--- src/rtl/vc_demux_buf.sv ---
// Two-VC link demultiplexer: each incoming flit lands in a per-VC first-word
// fall-through buffer; every freed slot is returned upstream as a one-cycle credit pulse.
module vc_demux_buf #(
  parameter int DATA_W = 36,
  parameter int DEPTH  = 4,
  parameter int CNT_W  = 3
) (
  input  logic              clk,
  input  logic              rst_,
  input  logic              ivalid,
  input  logic [DATA_W-1:0] idata,
  input  logic              ivch,
  output logic              ovalid0,
  output logic              ovalid1,
  output logic [DATA_W-1:0] odata0,
  output logic [DATA_W-1:0] odata1,
  input  logic              iready0,
  input  logic              iready1,
  output logic [1:0]        credit,
  output logic [CNT_W-1:0]  count0,
  output logic [CNT_W-1:0]  count1,
  output logic [1:0]        ovf
);

  localparam int PTR_W = (DEPTH > 1) ? $clog2(DEPTH) : 1;
  localparam logic [CNT_W-1:0] FULL_CNT = CNT_W'(DEPTH);

  // Handshake: VC k transfers its head flit on a rising edge exactly when
  // ovalid_k and iready_k are both 1; iready_k alone does nothing, and
  // ovalid_k never depends on iready_k.
  logic [DATA_W-1:0] mem_q    [2][DEPTH];
  logic [PTR_W-1:0]  wr_ptr_q [2];
  logic [PTR_W-1:0]  rd_ptr_q [2];
  logic [CNT_W-1:0]  cnt_q    [2];
  logic [1:0]        credit_q;
  logic [1:0]        ovf_q;

  logic [1:0] iready;
  logic [1:0] push;
  logic [1:0] pop;
  logic [1:0] accept;
  logic [1:0] drop;

  assign iready = {iready1, iready0};

  // A push into a full VC survives only if the same edge frees the head slot.
  always_comb begin
    push   = '0;
    pop    = '0;
    accept = '0;
    drop   = '0;
    for (int k = 0; k < 2; k++) begin
      push[k]   = ivalid && (ivch == k[0]);
      pop[k]    = (cnt_q[k] != '0) && iready[k];
      accept[k] = push[k] && ((cnt_q[k] != FULL_CNT) || pop[k]);
      drop[k]   = push[k] && (cnt_q[k] == FULL_CNT) && !pop[k];
    end
  end

  always_ff @(posedge clk or posedge rst_) begin
    if (rst_) begin
      for (int k = 0; k < 2; k++) begin
        wr_ptr_q[k] <= '0;
        rd_ptr_q[k] <= '0;
        cnt_q[k]    <= '0;
      end
      credit_q <= '0;
      ovf_q    <= '0;
    end else begin
      for (int k = 0; k < 2; k++) begin
        if (accept[k]) wr_ptr_q[k] <= wr_ptr_q[k] + PTR_W'(1);
        if (pop[k])    rd_ptr_q[k] <= rd_ptr_q[k] + PTR_W'(1);
        case ({accept[k], pop[k]})
          2'b10:   cnt_q[k] <= cnt_q[k] + CNT_W'(1);
          2'b01:   cnt_q[k] <= cnt_q[k] - CNT_W'(1);
          default: cnt_q[k] <= cnt_q[k];
        endcase
        credit_q[k] <= pop[k];
        if (drop[k]) ovf_q[k] <= 1'b1;
      end
    end
  end

  // Storage is deliberately left out of reset; pointers alone define validity.
  always_ff @(posedge clk) begin
    for (int k = 0; k < 2; k++) begin
      if (accept[k] && !rst_) mem_q[k][wr_ptr_q[k]] <= idata;
    end
  end

  assign ovalid0 = (cnt_q[0] != '0);
  assign ovalid1 = (cnt_q[1] != '0);
  assign odata0  = mem_q[0][rd_ptr_q[0]];
  assign odata1  = mem_q[1][rd_ptr_q[1]];
  assign count0  = cnt_q[0];
  assign count1  = cnt_q[1];
  assign credit  = credit_q;
  assign ovf     = ovf_q;

endmodule

--- config.mk ---
export PLATFORM = sky130hd
export DESIGN_NAME = vc_demux_buf
export DESIGN_NICKNAME = d
export VERILOG_FILES = /design/src/rtl/vc_demux_buf.sv
export SDC_FILE = /design/constraint.sdc
export NUM_CORES = 1
export LEC_CHECK = 0
export CAP_MARGIN = 40
export CORE_MARGIN = 5
export CORE_UTILIZATION = 45
export CTS_CLUSTER_DIAMETER = 150
export DETAILED_ROUTE_END_ITERATION = 6
export MAX_ROUTING_LAYER = met4
export PLACE_DENSITY = 0.66
export SKIP_LAST_GASP = 1
export SYNTH_ARGS = -nofsm -noshare
export SYNTH_HDL_FRONTEND = slang
export SYNTH_SLANG_ARGS = --single-unit
--- constraint.sdc ---
create_clock -name clk -period 4.3 [get_ports clk]
set_clock_uncertainty 0.1 [all_clocks]
set_input_delay 1.29 -clock clk [delete_from_list [all_inputs] [get_ports clk]]
set_output_delay 1.29 -clock clk [all_outputs]
set_load 0.02 [all_outputs]
==> out/metrics.yaml <==
synth:
  synth_seq_cells: 306
  syn_area_per_cell_um2: 24.1
  synth_cell_types: 30
  synthFlopType: "edfxtp_1"
  synth_edf_count: 288
  yosys_warnings: 0
  synthesis.instances: 472
  syn_nets: 525
  async_reset_ff_frac: 0.0588
  yosysSeqAreaShare: 0.799
  syn_area_um2: 11400
setup_path:
  crit_required_ns: 2.91
  cp_num_buf_inv: 2
  crit_arrival_ns: 2.73
  cp_slowest_cell: "dfrtp_4"
  cp_slowest_stage_delay_ns: 0.83
  crit_fanout: 26
  worstPathCellList: "buf_12 -> mux4_2 -> clkdlybuf4s50_1"
  critical_path_class: "reg2out"
  critical-path-top-delay-family: "flip-flops"
  start_kind: "register"
  end_kind: "primary output"
detailed_routing:
  vias_per_cell: 5.32
  dr.pass1.iters: 4
  drc: 0
  wirelength_um: 22600
  vias: 5230
  wl_per_cell_um: 23.0
  ant_nets: 0
  drtIter0Drc: 399
power_and_ir_drop:
  power_density_nw_per_um2: 657
  ir_drop_uv: 424
  power.total_uw: 9320
  p_leak_uw: 0.00465
timing:
  final.min_clock_period_ns: 4.12
  hold_viol: 0
  rsz0062_at_grt: "false"
  max_slew_margin: 0.582
  worst_pin_slew_ns: 0.627
  final-setup-viol-count: 0
  holdWs_ns: 0.378
  fmax_mhz: 243
  drv_slew: 0
  fin_tns_setup_ns: 0
  finalCritPeriodShare: 0.958
placement:
  gp_congestion: 0.774
  place_area_um2: 13200
  hpwl_um: 14000
  port_buffers: 125
floorplanning:
  die_w_um: 169
  fp.coreArea_um2: 25000
  io_pins: 126
  chipHeight_um: 169
  initial_utilization: 0.455
  rows: 58
  die_area_um2: 28600
cells_and_area:
  fillCellCount: 1843
  finish.utilization: 0.566
  design_area_um2: 14200
  diodes: 0
  drive_above_1_share: 0.233
  finalNetCount: 684
  area_growth_pct: 24.5
global_route:
  antenna_found_initial: 0
  grt_pass1_vias: 5832
  gr-total-overflow: 0
  grt_start_max_net_pins: 37
  grt_usage: 0.165
  grt_pass1_wl_um: 34800
clocking:
  clk_latency_ns: 0.54
  clockBufferDepth: 3
  root_buffer: "clkbuf_16"
  clock_sinks: 306
  cts_tree: "done"
  post_cts_buffers: 0
  postCtsResizedCells: 0
  cts-htree-levels: 1
  clk_pin_slew_worst_paths_ns: 0.06
  hold_buffers: 0
  cts_buffers: 30
min_path:
  hp-class: "reg2reg"
flow_run:
  drv_cap: 0
run_status:
  outcome: "complete, no violations"
[final cells by class]
type	instances	area, um2	share of cell area
Multi-Input combinational cell	136	2150	0.152
Timing Repair Buffer	144	1480	0.104
Inverter	13	48.8	0.00344
Tap cell	330	413	0.0291
Clock inverter	10	135	0.00953
Sequential cell	306	9110	0.642
Clock buffer	44	843	0.0595
[placed cells by master (no fill, tap or decap), types with 3 or more instances in the layout]
master	Yosys	final
xor2_1	4	4
and2_2	0	4
mux4_2	72	72
buf_12	0	7
clkinv_2	0	5
clkbuf_8	0	4
clkdlybuf4s50_1	0	125
bufinv_16	0	3
inv_1	13	13
buf_4	7	12
clkbuf_1	2	10
edfxtp_1	288	288
nor2_1	4	4
xnor2_1	8	8
ha_1	9	9
clkbuf_16	0	30
and3_2	0	4
dfrtp_1	18	14
nand2_1	9	9
[kinds of logic after synthesis]
kind of cell,Yosys count,share of synthesized area
buffers and inverters,30,0.0131
AO/OA/AOI/OAI,11,0.00758
flip-flops,306,0.799
multiplexers,73,0.143
XOR/XNOR,12,0.00923
AND/OR/NAND/NOR,29,0.0146
adder cells (fa/ha/maj),11,0.0134
[synthesized netlist by cell type (2+ instances only)]
cell type | count | area [um2]
edfxtp_1 | 288 | 8650
mux4_2 | 72 | 1620
dfrtp_1 | 18 | 450
inv_1 | 13 | 48.8
ha_1 | 9 | 113
nand2_1 | 9 | 33.8
buf_2 | 8 | 40.0
xnor2_1 | 8 | 70.1
buf_4 | 7 | 52.6
and2_1 | 5 | 31.3
and3_1 | 4 | 25.0
nor2_1 | 4 | 15.0
xor2_1 | 4 | 35.0
a21oi_1 | 2 | 10.0
a31o_2 | 2 | 17.5
clkbuf_1 | 2 | 7.51
fa_1 | 2 | 40.0
o21ai_0 | 2 | 10.0
o221ai_1 | 2 | 17.5
[flip-flops by register name, summed over array words and instances (netlist names)]
| name | flops |
|---|---|
| credit | 2 |
| wr_ptr_q | 4 |
| ovf | 2 |
| rd_ptr_q | 4 |
| count1 | 3 |
| count0 | 3 |
| mem_q | 288 |
[metal layers]
layer | GRT usage | vias to the layer above | part of all wire
met4 | 0.0336 | 0 | 0.013
met5 | - | - | 0
met2 | 0.275 | 149 | 0.52
met3 | 0.0290 | 26 | 0.047
met1 | 0.217 | 2773 | 0.42
li1 | - | 2282 | -
[worst paths after layout]
path                       slack, ns  cells after the start     endpoint        start
max in group asynchronous       2.60                      3    credit[0]         rst_
setup reg to reg                1.74                      9    count1[2]    count1[0]
hold / removal                  0.38                      1       ovf[0]       ovf[0]
hold reg to reg                 0.38                      1       ovf[0]       ovf[0]
setup / recovery                0.18                      3    odata1[3]  rd_ptr_q[0]
min in group asynchronous       1.00                      2  wr_ptr_q[1]         rst_
[power by group]
| part | internal [uW] | switching (uW) | leakage [uW] |
|---|---|---|---|
| clock network | 1530 | 1040 | 0.000481 |
| registers | 3500 | 303 | 0.00281 |
| logic | 1530 | 1410 | 0.00136 |
[per-stage QoR]
step | worst slack [ns] | cells
floorplan | 1.05 | 472
CTS | 0.108 | 983
global route | 0.0292 | 983
global placement | 0.692 | 929
detailed placement | 0.534 | 929
finish | 0.183 | 983
Power figures use the tool's default switching activity.
